$ cat config.mk
export PLATFORM = sky130hd
export DESIGN_NAME = cp0_unit
export DESIGN_NICKNAME = d
export VERILOG_FILES = /design/src/rtl/cp0_pkg.sv /design/src/rtl/cp0_timer.sv /design/src/rtl/cp0_unit.sv
export SDC_FILE = /design/constraint.sdc
export NUM_CORES = 1
export LEC_CHECK = 0
export BUFFER_PORTS_ARGS = -buffer_cell sky130_fd_sc_hd__buf_2
export CORE_UTILIZATION = 56
export DETAILED_ROUTE_END_ITERATION = 6
export MAX_ROUTING_LAYER = met4
export PLACE_DENSITY = 0.86
export REMOVE_ABC_BUFFERS = 1
export SLEW_MARGIN = 40
export SYNTH_ARGS = -nofsm -noshare
export SYNTH_HDL_FRONTEND = slang
export SYNTH_SLANG_ARGS = --single-unit
$ cat constraint.sdc
create_clock -name clk -period 3.3 [get_ports clk]
set_input_delay 0.495 -clock clk [delete_from_list [all_inputs] [get_ports clk]]
set_output_delay 0.495 -clock clk [all_outputs]
set_load 0.01 [all_outputs]
$ cat src/rtl/cp0_pkg.sv
// Shared CP0 constants: register numbers, selects, ExcCodes and field positions.
package cp0_pkg;

  localparam logic [4:0] CP0_BADVADDR = 5'd8;
  localparam logic [4:0] CP0_COUNT    = 5'd9;
  localparam logic [4:0] CP0_COMPARE  = 5'd11;
  localparam logic [4:0] CP0_STATUS   = 5'd12;
  localparam logic [4:0] CP0_CAUSE    = 5'd13;
  localparam logic [4:0] CP0_EPC      = 5'd14;
  localparam logic [4:0] CP0_PRID     = 5'd15;
  localparam logic [4:0] CP0_CONFIG   = 5'd16;

  localparam logic [2:0] SEL0 = 3'd0;
  localparam logic [2:0] SEL1 = 3'd1;

  localparam logic [4:0] EXC_INT  = 5'd0;
  localparam logic [4:0] EXC_ADEL = 5'd4;
  localparam logic [4:0] EXC_ADES = 5'd5;
  localparam logic [4:0] EXC_SYS  = 5'd8;
  localparam logic [4:0] EXC_BP   = 5'd9;
  localparam logic [4:0] EXC_RI   = 5'd10;
  localparam logic [4:0] EXC_OV   = 5'd12;
  localparam logic [4:0] EXC_TR   = 5'd13;

  localparam int unsigned ST_IE    = 0;
  localparam int unsigned ST_EXL   = 1;
  localparam int unsigned ST_IM_LO = 8;
  localparam int unsigned ST_BEV   = 22;
  localparam int unsigned CA_EXC_LO = 2;
  localparam int unsigned CA_IP_LO  = 8;
  localparam int unsigned CA_TI     = 30;
  localparam int unsigned CA_BD     = 31;

  localparam logic [31:0] CONFIG_VALUE  = 32'h8000_0000;
  localparam logic [31:0] CONFIG1_VALUE = 32'h0000_0000;

  // True when a (register, select) pair addresses the given CP0 register.
  function automatic logic cp0_hit(input logic [4:0] a, input logic [2:0] s,
                                   input logic [4:0] ra, input logic [2:0] rs);
    return (a == ra) && (s == rs);
  endfunction

endpackage

$ cat src/rtl/cp0_timer.sv
// Count/Compare timer: prescaled Count, Compare register and sticky TI flag.
module cp0_timer #(
  parameter int unsigned COUNT_DIV = 2
) (
  input  logic        clk,
  input  logic        rst,
  input  logic        count_we_i,
  input  logic        compare_we_i,
  input  logic [31:0] wdata_i,
  output logic [31:0] count_o,
  output logic [31:0] compare_o,
  output logic        ti_o
);

  localparam int unsigned PW = (COUNT_DIV > 1) ? $clog2(COUNT_DIV) : 1;
  localparam logic [PW-1:0] PH_LAST = PW'(COUNT_DIV - 1);

  logic [PW-1:0] phase_q, phase_d;
  logic [31:0]   count_q, count_d;
  logic [31:0]   compare_q, compare_d;
  logic          chg_q, chg_d;
  logic          ti_q, ti_d;

  // Next-state: prescaler, Count (write wins over increment), Compare, TI.
  // TI is raised one cycle after Count moves onto Compare; chg_q remembers
  // that Count changed so a static equality does not keep re-triggering.
  always_comb begin
    phase_d   = phase_q;
    count_d   = count_q;
    compare_d = compare_q;
    if (count_we_i) begin
      count_d = wdata_i;
      phase_d = '0;
    end else if (phase_q == PH_LAST) begin
      count_d = count_q + 32'd1;
      phase_d = '0;
    end else begin
      phase_d = phase_q + PW'(1);
    end
    if (compare_we_i) compare_d = wdata_i;
    chg_d = (count_d != count_q);
    ti_d  = compare_we_i ? 1'b0 : (ti_q | (chg_q & (count_q == compare_q)));
  end

  // Timer state registers with synchronous reset.
  always_ff @(posedge clk) begin
    if (rst) begin
      phase_q   <= '0;
      count_q   <= '0;
      compare_q <= '0;
      chg_q     <= 1'b0;
      ti_q      <= 1'b0;
    end else begin
      phase_q   <= phase_d;
      count_q   <= count_d;
      compare_q <= compare_d;
      chg_q     <= chg_d;
      ti_q      <= ti_d;
    end
  end

  assign count_o   = count_q;
  assign compare_o = compare_q;
  assign ti_o      = ti_q;

endmodule

$ cat src/rtl/cp0_unit.sv
// Coprocessor 0: Status/Cause/EPC/BadVAddr, timer, exception/ERET commit.
module cp0_unit
  import cp0_pkg::*;
#(
  parameter int unsigned NUM_HW_INT = 6,
  parameter int unsigned COUNT_DIV  = 2,
  parameter logic [31:0] PRID_VALUE = 32'h0000_4220,
  parameter logic [31:0] VEC_BEV1   = 32'hBFC0_0380,
  parameter logic [31:0] VEC_BEV0   = 32'h8000_0180
) (
  input  logic                  clk,
  input  logic                  rst,
  input  logic [NUM_HW_INT-1:0] hw_int_i,
  input  logic                  we_i,
  input  logic [4:0]            waddr_i,
  input  logic [2:0]            wsel_i,
  input  logic [4:0]            raddr_i,
  input  logic [2:0]            rsel_i,
  input  logic [31:0]           data_i,
  output logic [31:0]           data_o,
  input  logic                  exc_valid_i,
  input  logic [4:0]            exc_code_i,
  input  logic                  exc_bd_i,
  input  logic [31:0]           exc_pc_i,
  input  logic [31:0]           exc_badvaddr_i,
  input  logic                  exc_has_bva_i,
  input  logic                  eret_i,
  output logic                  int_req_o,
  output logic [31:0]           target_pc_o,
  output logic [31:0]           status_o,
  output logic [31:0]           cause_o,
  output logic [31:0]           epc_o
);

  logic        ie_q, ie_d, exl_q, exl_d, bev_q, bev_d, bd_q, bd_d;
  logic [7:0]  im_q, im_d;
  logic [4:0]  exc_q, exc_d;
  logic [1:0]  swip_q, swip_d;
  logic [5:0]  hwip_q, hwip_d;
  logic [31:0] epc_q, epc_d, bva_q, bva_d;
  logic [31:0] count, compare;
  logic        ti;
  logic [7:0]  ip;
  logic        wr_count, wr_compare, wr_status, wr_cause, wr_epc;

  assign wr_count   = we_i && cp0_hit(waddr_i, wsel_i, CP0_COUNT, SEL0);
  assign wr_compare = we_i && cp0_hit(waddr_i, wsel_i, CP0_COMPARE, SEL0);
  assign wr_status  = we_i && cp0_hit(waddr_i, wsel_i, CP0_STATUS, SEL0);
  assign wr_cause   = we_i && cp0_hit(waddr_i, wsel_i, CP0_CAUSE, SEL0);
  assign wr_epc     = we_i && cp0_hit(waddr_i, wsel_i, CP0_EPC, SEL0);

  cp0_timer #(.COUNT_DIV(COUNT_DIV)) u_timer (
    .clk          (clk),
    .rst          (rst),
    .count_we_i   (wr_count),
    .compare_we_i (wr_compare),
    .wdata_i      (data_i),
    .count_o      (count),
    .compare_o    (compare),
    .ti_o         (ti)
  );

  // Next-state: MTC0 first, then ERET, then exception, so later assignments
  // take priority on overlapping fields while disjoint MTC0 fields survive.
  always_comb begin
    ie_d   = ie_q;
    exl_d  = exl_q;
    bev_d  = bev_q;
    im_d   = im_q;
    bd_d   = bd_q;
    exc_d  = exc_q;
    swip_d = swip_q;
    epc_d  = epc_q;
    bva_d  = bva_q;
    hwip_d = '0;
    hwip_d[NUM_HW_INT-1:0] = hw_int_i;
    if (wr_status) begin
      ie_d  = data_i[ST_IE];
      exl_d = data_i[ST_EXL];
      bev_d = data_i[ST_BEV];
      im_d  = data_i[ST_IM_LO +: 8];
    end
    if (wr_cause) swip_d = data_i[CA_IP_LO +: 2];
    if (wr_epc)   epc_d  = data_i;
    if (eret_i)   exl_d  = 1'b0;
    if (exc_valid_i) begin
      if (!exl_q) begin
        epc_d = exc_bd_i ? (exc_pc_i - 32'd4) : exc_pc_i;
        bd_d  = exc_bd_i;
      end
      exl_d = 1'b1;
      exc_d = exc_code_i;
      if (exc_has_bva_i) bva_d = exc_badvaddr_i;
    end
  end

  // Architectural register state with synchronous reset.
  always_ff @(posedge clk) begin
    if (rst) begin
      ie_q   <= 1'b0;
      exl_q  <= 1'b0;
      bev_q  <= 1'b1;
      im_q   <= '0;
      bd_q   <= 1'b0;
      exc_q  <= '0;
      swip_q <= '0;
      hwip_q <= '0;
      epc_q  <= '0;
      bva_q  <= '0;
    end else begin
      ie_q   <= ie_d;
      exl_q  <= exl_d;
      bev_q  <= bev_d;
      im_q   <= im_d;
      bd_q   <= bd_d;
      exc_q  <= exc_d;
      swip_q <= swip_d;
      hwip_q <= hwip_d;
      epc_q  <= epc_d;
      bva_q  <= bva_d;
    end
  end

  assign ip        = {hwip_q[5] | ti, hwip_q[4:0], swip_q};
  assign status_o  = {9'b0, bev_q, 6'b0, im_q, 6'b0, exl_q, ie_q};
  assign cause_o   = {bd_q, ti, 14'b0, ip, 1'b0, exc_q, 2'b00};
  assign epc_o     = epc_q;
  assign int_req_o = ie_q & ~exl_q & (|(ip & im_q));
  assign target_pc_o = eret_i ? epc_q : (bev_q ? VEC_BEV1 : VEC_BEV0);

  // MFC0 read mux; reflects register contents before any same-cycle write.
  always_comb begin
    data_o = '0;
    case ({raddr_i, rsel_i})
      {CP0_BADVADDR, SEL0}: data_o = bva_q;
      {CP0_COUNT,    SEL0}: data_o = count;
      {CP0_COMPARE,  SEL0}: data_o = compare;
      {CP0_STATUS,   SEL0}: data_o = status_o;
      {CP0_CAUSE,    SEL0}: data_o = cause_o;
      {CP0_EPC,      SEL0}: data_o = epc_q;
      {CP0_PRID,     SEL0}: data_o = PRID_VALUE;
      {CP0_CONFIG,   SEL0}: data_o = CONFIG_VALUE;
      {CP0_CONFIG,   SEL1}: data_o = CONFIG1_VALUE;
      default:              data_o = '0;
    endcase
  end

endmodule

==> impl_metrics.py, run 1 <==
metrics = {
    "logic_synthesis": {
        "ys_seq_elements": 156,
        "ys.warnings.count": 0,
        "sequential_fraction_of_the_synthesis_area": 0.332,
        "synth_largest_type_area_fraction": 0.332,
        "yosysMostFrequentCell": "sky130_fd_sc_hd__nand2_1",
        "ys.flop_type": "sky130_fd_sc_hd__dfxtp_1",
        "syn_avg_cell_area_sq_um": 7.94,
        "cell_area_synth_sq_um": 9410,
        "async_reset_ff_frac": 0,
        "yosys-top-cells-area": "sky130_fd_sc_hd__dfxtp_1 (33%), sky130_fd_sc_hd__mux2i_1 (7.8%), sky130_fd_sc_hd__nand2_1 (7.1%)",
        "synth_top_cells_by_count": "sky130_fd_sc_hd__nand2_1 (179), sky130_fd_sc_hd__dfxtp_1 (156), sky130_fd_sc_hd__clkbuf_1 (87), sky130_fd_sc_hd__nor2_1 (87), sky130_fd_sc_hd__a21oi_1 (85)",
        "post_synth_inst_count": 1185,
        "synthDistinctLibCells": 61,
        "area_leader_netlist": "sky130_fd_sc_hd__dfxtp_1",
        "synth_edf_count": 0,
    },
    "cts": {
        "num_clock_sinks": 156,
        "ctsHtreeMaxLevel": 4,
        "maximum_number_of_buffers_from_clock_root_to_sink": 2,
        "ctsRootBufferMaster": "sky130_fd_sc_hd__clkbuf_16",
        "worst_setup_hold_path_clk_slew_ns": 0.06,
        "clk-insertion-delay-late_ns": 0.44,
        "postCtsSetupRepairBufs": 0,
        "cts_hold_buffers": 0,
        "numCtsBuffers": 17,
        "cts_resized": 0,
        "clock_tree_from_tritoncts": "done",
    },
    "grt": {
        "grt_first_pass_wirelength_um": 48800,
        "first_global_vias": 8836,
        "initial_antenna_violation_count": 0,
        "maximum_number_of_pins_on_one_net_before_global_route_repair": 71,
        "grt_usage": 0.369,
        "grt_overflow": 0,
    },
    "routing": {
        "detailroute.via_count": 9539,
        "route.detailed.vias_per_inst": 5.96,
        "route.antenna.remaining_nets": 0,
        "drt-pass1-iter-count": 6,
        "drc_errors": 0,
        "detailedRoute.firstIterationViolations": 936,
        "route.detailed.wl_per_inst_um": 19.4,
        "drt_wl_total_um": 31000,
    },
    "floorplan": {
        "initial_core_utilization": 0.570,
        "floorplan.die.width_um": 132,
        "boundaryPins": 291,
        "chipHeight_um": 132,
        "die_area_sq_um": 17300,
        "std_cell_rows": 47,
        "placeableCoreArea_sq_um": 16500,
    },
    "sta": {
        "final_hold_slack_ns": 0.268,
        "timing_hold_violations_final": 0,
        "post-route-worst-setup-slack_ns": 0.427,
        "grt_setup_unrepaired": "no",
        "finalMaxSlewViolations": 0,
        "relSlewSlack": 0.528,
        "layout_worst_path_cycle_share": 0.871,
        "max_freq_mhz": 348,
        "timing_worst_slew_pin_value_ns": 0.708,
        "setup_violations": 0,
        "post-route-min-period_ns": 2.87,
        "clock_skew_ns": 0.00544,
    },
    "worst_setup_path": {
        "path_common_cell": "sky130_fd_sc_hd__buf_2",
        "worst-path-max-fanout": 32,
        "timing.critical_path.from_type": "primary input",
        "worst-endpoint-arrival_ns": 2.38,
        "crit_path_top_delay_cell": "sky130_fd_sc_hd__or4b_1",
        "critPathTopFamily": "simple AND/OR/NAND/NOR gates",
        "worst-endpoint-required_ns": 2.80,
        "critPathCaptureType": "output port",
        "critical_path_buf_inv_count": 3,
        "setup.worst_path.class": "in2out",
        "crit_path_cell_trace": "buf_2 -> or4b_1 -> nor4bb_4 -> buf_4 -> a222oi_1 -> nand3_1 -> buf_2",
        "critical_path.max_stage_delay_ns": 0.59,
    },
    "min_path": {
        "worst_hold_path_type": "in2reg",
    },
    "place": {
        "dpl_worst_slack_ns": 0.443,
        "finalWeightedCongestion": 0.925,
        "post-place-cells": 1568,
        "hpwl_um": 22400,
        "port_bufs": 252,
    },
    "final_layout": {
        "post_layout_nonfiller_instances": 1601,
        "drive_above_1_share": 0.234,
        "flow.area_growth_from_synthesis_pct": 19.2,
        "fillCellCount": 1382,
        "finalNetCount": 1499,
    },
    "power": {
        "power_leakage_nw": 4.73,
        "ir_drop_mv": 0.397,
        "power.density_nw_per_um2": 425,
    },
    "flow_run": {
        "max_cap_violations": 0,
    },
    "status": {
        "run_status": "complete, no violations",
    },
}
per-layer routing:
metal,wire length [um],GRT usage,vias up
met5,0,-,-
met4,952,0.154,0
met3,2900,0.0748,86
met2,14600,0.576,547
met1,12600,0.464,4492
li1,-,-,4414
kinds of logic (layout without fill, tap and decap cells):
group	Yosys count	after routing	share of synthesized area
simple gates	439	439	0.229
compound gates	234	234	0.163
buf+inv	161	319	0.0848
flops	156	156	0.332
xor+xnor	119	119	0.111
mux	73	73	0.0776
fa+ha+maj	2	2	0.00266
other cells	1	39	0.000398
registers in the layout, summed over array words and instances (netlist names):
register	count
im_q	8
bva_q	32
u_timer.phase_q	1
hwip_q	6
u_timer.compare_o	32
exc_q	5
swip_q	2
exl_q	1
u_timer.chg_q	1
epc_o	32
bev_q	1
ie_q	1
u_timer.ti_o	1
bd_q	1
u_timer.count_o	32
area by class of cell:
| class | instances | area (sq um) | area share |
|---|---|---|---|
| well taps | 220 | 275 | 0.0245 |
| clock inverters | 10 | 185 | 0.0165 |
| inverters | 9 | 33.8 | 0.00301 |
| flip-flops and latches | 156 | 3120 | 0.278 |
| repair buffers | 278 | 1480 | 0.132 |
| clock buffers | 22 | 464 | 0.0414 |
| multi-input cells | 905 | 5650 | 0.504 |
| diodes | 1 | 2.50 | 0.000223 |
where the power goes:
part           total [mW]  switching, mW  internal [mW]
clock network        2.18          0.797           1.38
logic               0.572          0.341          0.231
registers            2.01         0.0665           1.95
path summary, 6_finish.rpt:
kind / startpoint / end / slack (ns) / cells past startpoint
worst max-delay path: rsel_i[1] / data_o[14] / 0.43 / 7
worst min-delay path: hw_int_i[4] / hwip_q[4] / 0.27 / 2
worst max register to register: u_timer.count_o[9] / u_timer.count_o[27] / 0.80 / 5
worst min register to register: bva_q[21] / bva_q[21] / 0.45 / 2
cells in the final DEF, fill, tap and decap left out, types with 12 or more instances in the layout:
cell type	count
sky130_fd_sc_hd__buf_2	251
sky130_fd_sc_hd__nand2_1	179
sky130_fd_sc_hd__dfxtp_1	156
sky130_fd_sc_hd__nor2_1	86
sky130_fd_sc_hd__a21oi_1	85
sky130_fd_sc_hd__mux2i_1	73
sky130_fd_sc_hd__xor2_1	60
sky130_fd_sc_hd__xnor2_1	59
sky130_fd_sc_hd__a211oi_1	53
sky130_fd_sc_hd__conb_1	38
sky130_fd_sc_hd__nand4_1	26
sky130_fd_sc_hd__buf_4	25
sky130_fd_sc_hd__nand3_1	23
sky130_fd_sc_hd__o21ai_0	23
sky130_fd_sc_hd__and2_1	23
sky130_fd_sc_hd__a22oi_1	20
sky130_fd_sc_hd__nor4_1	20
sky130_fd_sc_hd__clkbuf_16	17
sky130_fd_sc_hd__nor2b_1	16
sky130_fd_sc_hd__nor3_1	14
sky130_fd_sc_hd__a21o_1	12
through the flow:
stage | instance area, sq um | TNS, ns | total power, mW | util
2_1_floorplan | 8790 | -35.44 | 2.29 | -
3_3_place_gp | 10600 | 0 | 2.60 | 0.639
3_5_place_dp | 10600 | 0 | 2.62 | 0.640
4_1_cts | 11200 | 0 | 4.76 | 0.679
5_1_grt | 11200 | 0 | 4.92 | 0.679
6_report | 11200 | 0 | 4.77 | 0.679
(Power assumes the default switching activity.)
==> run 2, diff against run 1 <==
--- a/config.mk
+++ b/config.mk
@@ -6,12 +6,13 @@
 export NUM_CORES = 1
 export LEC_CHECK = 0
 export BUFFER_PORTS_ARGS = -buffer_cell sky130_fd_sc_hd__buf_2
-export CORE_UTILIZATION = 56
+export CORE_UTILIZATION = 57
 export DETAILED_ROUTE_END_ITERATION = 6
 export MAX_ROUTING_LAYER = met4
-export PLACE_DENSITY = 0.86
+export PLACE_DENSITY = 0.87
 export REMOVE_ABC_BUFFERS = 1
 export SLEW_MARGIN = 40
 export SYNTH_ARGS = -nofsm -noshare
 export SYNTH_HDL_FRONTEND = slang
+export SYNTH_HIERARCHICAL = 1
 export SYNTH_SLANG_ARGS = --single-unit
==> run 2 against run 1 <==
Effect of this change:
- sequential power is essentially flat
- clock skew grew 0.0010 ns
- largest cell class unchanged
- non-clock buffer count grew 4
- synthesized area grew 2.4%
- final area grew 2.2%
- critical endpoint is now data_o[24]
- critical path depth grew 1
- maximum frequency shrank 0.47%
- total power shrank 0.69%
- core utilization grew 1.5 points
- final cell count grew 1.1%
- sequential share of layout area shrank 0.59 points
- die area grew 0.62%
==> impl_metrics.py, run 2 <==
metrics = {
    "cts": {
        "clk-insertion-delay-late_ns": 0.43,
        "cts_hold_buffers": 0,
        "maximum_number_of_buffers_from_clock_root_to_sink": 2,
        "clock_tree_from_tritoncts": "done",
        "cts_resized": 0,
        "ctsRootBufferMaster": "sky130_fd_sc_hd__clkbuf_16",
        "ctsHtreeMaxLevel": 4,
        "postCtsSetupRepairBufs": 0,
        "worst_setup_hold_path_clk_slew_ns": 0.06,
        "num_clock_sinks": 156,
        "numCtsBuffers": 17,
    },
    "logic_synthesis": {
        "syn_avg_cell_area_sq_um": 8.10,
        "synth_largest_type_area_fraction": 0.324,
        "ys_seq_elements": 156,
        "synth_top_cells_by_count": "sky130_fd_sc_hd__dfxtp_1 (156), sky130_fd_sc_hd__nor2_1 (130), sky130_fd_sc_hd__nand2_1 (111), sky130_fd_sc_hd__mux2i_1 (103), sky130_fd_sc_hd__a21oi_1 (89)",
        "synthDistinctLibCells": 69,
        "yosysMostFrequentCell": "sky130_fd_sc_hd__dfxtp_1",
        "ys.flop_type": "sky130_fd_sc_hd__dfxtp_1",
        "async_reset_ff_frac": 0,
        "post_synth_inst_count": 1190,
        "ys.warnings.count": 6,
        "cell_area_synth_sq_um": 9640,
        "sequential_fraction_of_the_synthesis_area": 0.324,
        "yosys-top-cells-area": "sky130_fd_sc_hd__dfxtp_1 (32%), sky130_fd_sc_hd__mux2i_1 (11%), sky130_fd_sc_hd__xnor2_1 (5.4%)",
        "synth_edf_count": 0,
        "area_leader_netlist": "sky130_fd_sc_hd__dfxtp_1",
    },
    "min_path": {
        "worst_hold_path_type": "in2reg",
        "hold_start": "hw_int_i[1]",
        "hold-path-endpoint": "hwip_q[1]",
        "holdPathStages": 2,
    },
    "final_layout": {
        "post_layout_nonfiller_instances": 1619,
        "fillCellCount": 1352,
        "finalNetCount": 1519,
        "drive_above_1_share": 0.239,
        "antenna_cells_inserted": 0,
        "flow.area_growth_from_synthesis_pct": 18.9,
        "mostFrequentLayoutCells": "sky130_fd_sc_hd__buf_2 (251), sky130_fd_sc_hd__dfxtp_1 (156), sky130_fd_sc_hd__nor2_1 (130), sky130_fd_sc_hd__nand2_1 (111), sky130_fd_sc_hd__mux2i_1 (103)",
        "layout_commonest_cell": "sky130_fd_sc_hd__buf_2",
    },
    "sta": {
        "finalMaxSlewViolations": 0,
        "fin_setup_tns_ns": 0,
        "relSlewSlack": 0.433,
        "setup_violations": 0,
        "layout_worst_path_cycle_share": 0.875,
        "timing_hold_violations_final": 0,
        "timing_worst_slew_pin_value_ns": 0.851,
        "grt_setup_unrepaired": "no",
        "clock_skew_ns": 0.00648,
        "post-route-min-period_ns": 2.89,
        "max_freq_mhz": 346,
    },
    "floorplan": {
        "placeableCoreArea_sq_um": 16500,
        "die_area_sq_um": 17400,
        "initial_core_utilization": 0.583,
        "floorplan.die.width_um": 132,
        "chipHeight_um": 132,
        "boundaryPins": 291,
        "std_cell_rows": 47,
    },
    "worst_setup_path": {
        "worst-path-max-fanout": 14,
        "critPathTopFamily": "simple AND/OR/NAND/NOR gates",
        "r2r_start": "u_timer/count_o[0]",
        "critPathCaptureType": "output port",
        "critical_path_buf_inv_count": 3,
        "setup.reg_to_reg.worst_slack_ns": 0.99,
        "timing.critical_path.from_type": "primary input",
        "critical_path.max_stage_delay_ns": 0.46,
        "worst_r2r_path_depth": 6,
        "worst_r2r_endpoint": "u_timer/count_o[28]",
        "worst-endpoint-required_ns": 2.80,
        "setup.worst_path.class": "in2out",
        "crit_path_cell_trace": "buf_2 -> or3_1 -> or3_1 -> nor2_2 -> buf_4 -> a22oi_1 -> o21ai_0 -> buf_2",
        "worst-endpoint-arrival_ns": 2.39,
        "crit_path_top_delay_cell": "sky130_fd_sc_hd__or3_1",
    },
    "routing": {
        "route.detailed.wl_per_inst_um": 20.0,
        "drc_errors": 0,
        "detailroute.via_count": 9757,
        "route.antenna.remaining_nets": 0,
        "drt-pass1-iter-count": 6,
        "route.detailed.vias_per_inst": 6.03,
        "drt_wl_total_um": 32400,
        "detailedRoute.firstIterationViolations": 1092,
    },
    "place": {
        "finalWeightedCongestion": 0.986,
        "post-place-cells": 1588,
        "hpwl_um": 23200,
        "port_bufs": 252,
    },
    "grt": {
        "maximum_number_of_pins_on_one_net_before_global_route_repair": 60,
        "first_global_vias": 9221,
        "initial_antenna_violation_count": 0,
        "grt_overflow": 0,
        "grt_usage": 0.377,
        "grt_first_pass_wirelength_um": 49700,
    },
    "status": {
        "run_status": "complete, no violations",
    },
    "power": {
        "power.density_nw_per_um2": 413,
        "power_leakage_nw": 4.99,
        "ir_drop_mv": 0.374,
    },
    "flow_run": {
        "max_cap_violations": 0,
    },
}
run 2: worst max path at each step:
| stage | endpoint | start | slack, ns | depth (start not counted) |
|---|---|---|---|---|
| after floorplan | u_timer/ti_o | wsel_i[1] | -3.16 | 6 |
| after global placement | u_timer/chg_q | wsel_i[1] | 0.55 | 8 |
| after detailed placement | u_timer/chg_q | wsel_i[1] | 0.49 | 8 |
| after CTS | data_o[24] | rsel_i[1] | 0.50 | 8 |
| after global routing | data_o[29] | rsel_i[1] | 0.36 | 8 |
| final | data_o[24] | rsel_i[1] | 0.41 | 8 |
run 2: kinds of logic (layout without fill, tap and decap cells):
group / count (synthesis) / count (layout) / share of synthesized area
compound gates: 242 / 242 / 0.162
xor+xnor: 112 / 112 / 0.102
fa+ha+maj: 2 / 2 / 0.00259
buf+inv: 166 / 338 / 0.0888
flops: 156 / 156 / 0.324
mux: 105 / 105 / 0.109
other cells: 1 / 38 / 0.000389
simple gates: 406 / 406 / 0.211
run 2: layout make-up:
class,count,area [sq um],share of cell area
clock inverter,9,135,0.0118
inverter,25,93.8,0.00819
timing repair buffer,282,1540,0.134
tap,220,275,0.0240
clock buffer,22,484,0.0422
sequential,156,3120,0.272
multi-input combinational,905,5810,0.507
run 2: where the power goes:
part           leakage (nW)  total, mW  switching (mW)  internal [mW]
Combinational          3.43      0.639           0.390          0.249
Clock                 0.295       2.08           0.813           1.27
Sequential             1.27       2.01          0.0659           1.95
Total                  4.99       4.74            1.27           3.47
run 2: through the flow:
step,setup slack [ns],power [mW],utilization,hold WS [ns],instance area (sq um)
4_1_cts,0.503,4.71,0.694,0.269,11500
2_1_floorplan,-3.16,2.32,-,0.430,9020
6_report,0.413,4.74,0.694,0.275,11500
3_3_place_gp,0.554,2.66,0.656,0.443,10800
3_5_place_dp,0.487,2.67,0.656,0.450,10800
5_1_grt,0.356,4.86,0.694,0.294,11500
run 2: worst reg2reg max path, cell delays in order, from the launching register on:
cell                       delay, ns
sky130_fd_sc_hd__dfxtp_1        0.49
sky130_fd_sc_hd__ha_1           0.26
sky130_fd_sc_hd__nand3_1        0.14
sky130_fd_sc_hd__nor4_4         0.70
sky130_fd_sc_hd__nand3_1        0.22
sky130_fd_sc_hd__xor2_1         0.19
sky130_fd_sc_hd__a211oi_1       0.23
run 2: per-layer routing:
metal  part of all wire  GRT usage
met1               0.40      0.459
met2               0.47      0.611
met3              0.094     0.0657
met4              0.040      0.169
met5                  0          -
==> run 3, diff against run 2 <==
--- a/config.mk
+++ b/config.mk
@@ -9,7 +9,7 @@
 export CORE_UTILIZATION = 57
 export DETAILED_ROUTE_END_ITERATION = 6
 export MAX_ROUTING_LAYER = met4
-export PLACE_DENSITY = 0.87
+export PLACE_DENSITY = 0.93
 export REMOVE_ABC_BUFFERS = 1
 export SLEW_MARGIN = 40
 export SYNTH_ARGS = -nofsm -noshare
==> run 3 against run 2 <==
Effect of this change:
- die area unchanged
- routed wire length up 1.3%
- core utilization up 0.11 points
- clock power up 4%
- setup slack better by 0.031 ns
- flip-flop and latch count unchanged
- register-to-register slack better by 0.08 ns
- clock-buffer cell count down 1
- sequential power about the same
- total power up 1.7%
- critical path depth unchanged
- final area up 0.15%
- largest cell class unchanged
==> impl_metrics.py, run 3 (synthesis gave the netlist of run 2 again) <==
metrics = {
    "worst_setup_path": {
        "crit_path_cell_trace": "buf_2 -> or3_1 -> or3_1 -> nor2_2 -> buf_4 -> a22oi_1 -> o21ai_0 -> buf_2",
        "critical_path.max_stage_delay_ns": 0.45,
        "timing.critical_path.from_type": "primary input",
        "worst-path-max-fanout": 13,
        "critical_path_buf_inv_count": 3,
        "critPathCaptureType": "output port",
        "setup.worst_path.class": "in2out",
        "worst-endpoint-arrival_ns": 2.36,
        "worst-endpoint-required_ns": 2.80,
        "crit_path_top_delay_cell": "sky130_fd_sc_hd__or3_1",
        "critPathTopFamily": "simple AND/OR/NAND/NOR gates",
    },
    "cts": {
        "ctsRootBufferMaster": "sky130_fd_sc_hd__clkbuf_16",
        "numCtsBuffers": 17,
        "clock_tree_from_tritoncts": "done",
        "cts_hold_buffers": 0,
        "num_clock_sinks": 156,
        "ctsHtreeMaxLevel": 4,
        "postCtsSetupRepairBufs": 0,
        "worst_setup_hold_path_clk_slew_ns": 0.06,
        "maximum_number_of_buffers_from_clock_root_to_sink": 2,
        "cts_resized": 0,
        "clk-insertion-delay-late_ns": 0.44,
    },
    "place": {
        "finalWeightedCongestion": 1.03,
        "port_bufs": 252,
        "placedInstanceArea_sq_um": 10800,
        "dpl_worst_slack_ns": 0.508,
        "hpwl_um": 23300,
        "post-place-cells": 1589,
    },
    "final_layout": {
        "flow.area_growth_from_synthesis_pct": 19.1,
        "post_layout_nonfiller_instances": 1621,
        "finalNetCount": 1520,
        "stdcell_area_sq_um": 11500,
        "multi_input_area_sq_um": 5810,
        "finish.utilization": 0.695,
        "register_area_sq_um": 3120,
        "mostFrequentLayoutCells": "sky130_fd_sc_hd__buf_2 (251), sky130_fd_sc_hd__dfxtp_1 (156), sky130_fd_sc_hd__nor2_1 (130), sky130_fd_sc_hd__nand2_1 (111), sky130_fd_sc_hd__mux2i_1 (103)",
        "drive_above_1_share": 0.239,
        "antenna_cells_inserted": 0,
        "fillCellCount": 1293,
        "layout_commonest_cell": "sky130_fd_sc_hd__buf_2",
    },
    "routing": {
        "route.detailed.wl_per_inst_um": 20.2,
        "drt_wl_total_um": 32800,
        "route.detailed.vias_per_inst": 6.10,
        "detailroute.via_count": 9896,
        "drt-pass1-iter-count": 7,
        "route.antenna.remaining_nets": 0,
        "detailedRoute.firstIterationViolations": 1194,
        "drc_errors": 0,
    },
    "sta": {
        "post-route-min-period_ns": 2.86,
        "timing_worst_slew_pin_value_ns": 0.749,
        "grt_setup_unrepaired": "no",
        "post-route-worst-setup-slack_ns": 0.444,
        "fin_setup_tns_ns": 0,
        "relSlewSlack": 0.501,
        "clock_skew_ns": 0.0165,
        "max_freq_mhz": 350,
        "finalMaxSlewViolations": 0,
        "setup_violations": 0,
        "timing_hold_violations_final": 0,
        "final_hold_slack_ns": 0.264,
        "layout_worst_path_cycle_share": 0.865,
    },
    "power": {
        "power_report.internal_total_mw": 3.56,
        "total_power_mw": 4.81,
        "power.density_nw_per_um2": 419,
        "power_frac_comb": 0.133,
        "p_sw_frac": 0.261,
        "power_leakage_nw": 5.00,
        "ir_drop_mv": 0.377,
        "sequentialPowerShare": 0.419,
        "power.share.clock": 0.448,
        "netSwitchingPower_mw": 1.26,
    },
    "grt": {
        "grt_first_pass_wirelength_um": 49900,
        "grt_usage": 0.382,
        "initial_antenna_violation_count": 0,
        "grt_overflow": 0,
        "first_global_vias": 9168,
        "maximum_number_of_pins_on_one_net_before_global_route_repair": 66,
    },
    "flow_run": {
        "max_cap_violations": 0,
    },
    "floorplan": {
        "initial_core_utilization": 0.583,
        "chipHeight_um": 132,
        "placeableCoreArea_sq_um": 16500,
        "die_area_sq_um": 17400,
        "std_cell_rows": 47,
        "boundaryPins": 291,
        "floorplan.die.width_um": 132,
    },
    "status": {
        "run_status": "complete, no violations",
    },
    "min_path": {
        "worst_hold_path_type": "in2reg",
    },
}
-- run 3: final timing paths --
check / cells past startpoint / slack (ns) / to / from
worst max-delay path: 8 / 0.44 / data_o[27] / rsel_i[1]
worst min-delay path: 2 / 0.26 / hwip_q[0] / hw_int_i[0]
worst max register to register: 6 / 1.07 / u_timer/count_o[18] / u_timer/count_o[0]
worst min register to register: 2 / 0.46 / bva_q[1] / bva_q[1]
-- run 3: worst reg2reg max path: stages, from the launching register on --
cell	delay (ns)
sky130_fd_sc_hd__dfxtp_1	0.49
sky130_fd_sc_hd__ha_1	0.26
sky130_fd_sc_hd__nand3_1	0.14
sky130_fd_sc_hd__nor4_4	0.64
sky130_fd_sc_hd__nand4_1	0.19
sky130_fd_sc_hd__xor2_1	0.18
sky130_fd_sc_hd__a211oi_1	0.24
-- run 3: cell type report --
cell class / instances / area share
tap: 220 / 0.0240
clock inverter: 11 / 0.0167
sequential: 156 / 0.272
clock buffer: 21 / 0.0392
inverter: 25 / 0.00817
timing repair buffer: 283 / 0.134
multi-input combinational: 905 / 0.506
-- run 3: layer usage --
layer	GRT usage	wire (um)	vias up
met5	-	0	-
met3	0.0911	3350	118
li1	-	-	4465
met4	0.148	1190	0
met2	0.616	15400	682
met1	0.460	12800	4631
-- run 3: power groups by stage --
| stage | combinational, mW | sequential [mW] | clock (mW) |
|---|---|---|---|
| 3_5_place_dp | 0.620 | 2.05 | 0 |
| 4_1_cts | 0.626 | 2.01 | 2.15 |
| 5_1_grt | 0.684 | 2.02 | 2.24 |
| 6_report | 0.642 | 2.02 | 2.16 |
| 2_1_floorplan | 0.266 | 2.05 | 0 |
| 3_3_place_gp | 0.608 | 2.05 | 0 |
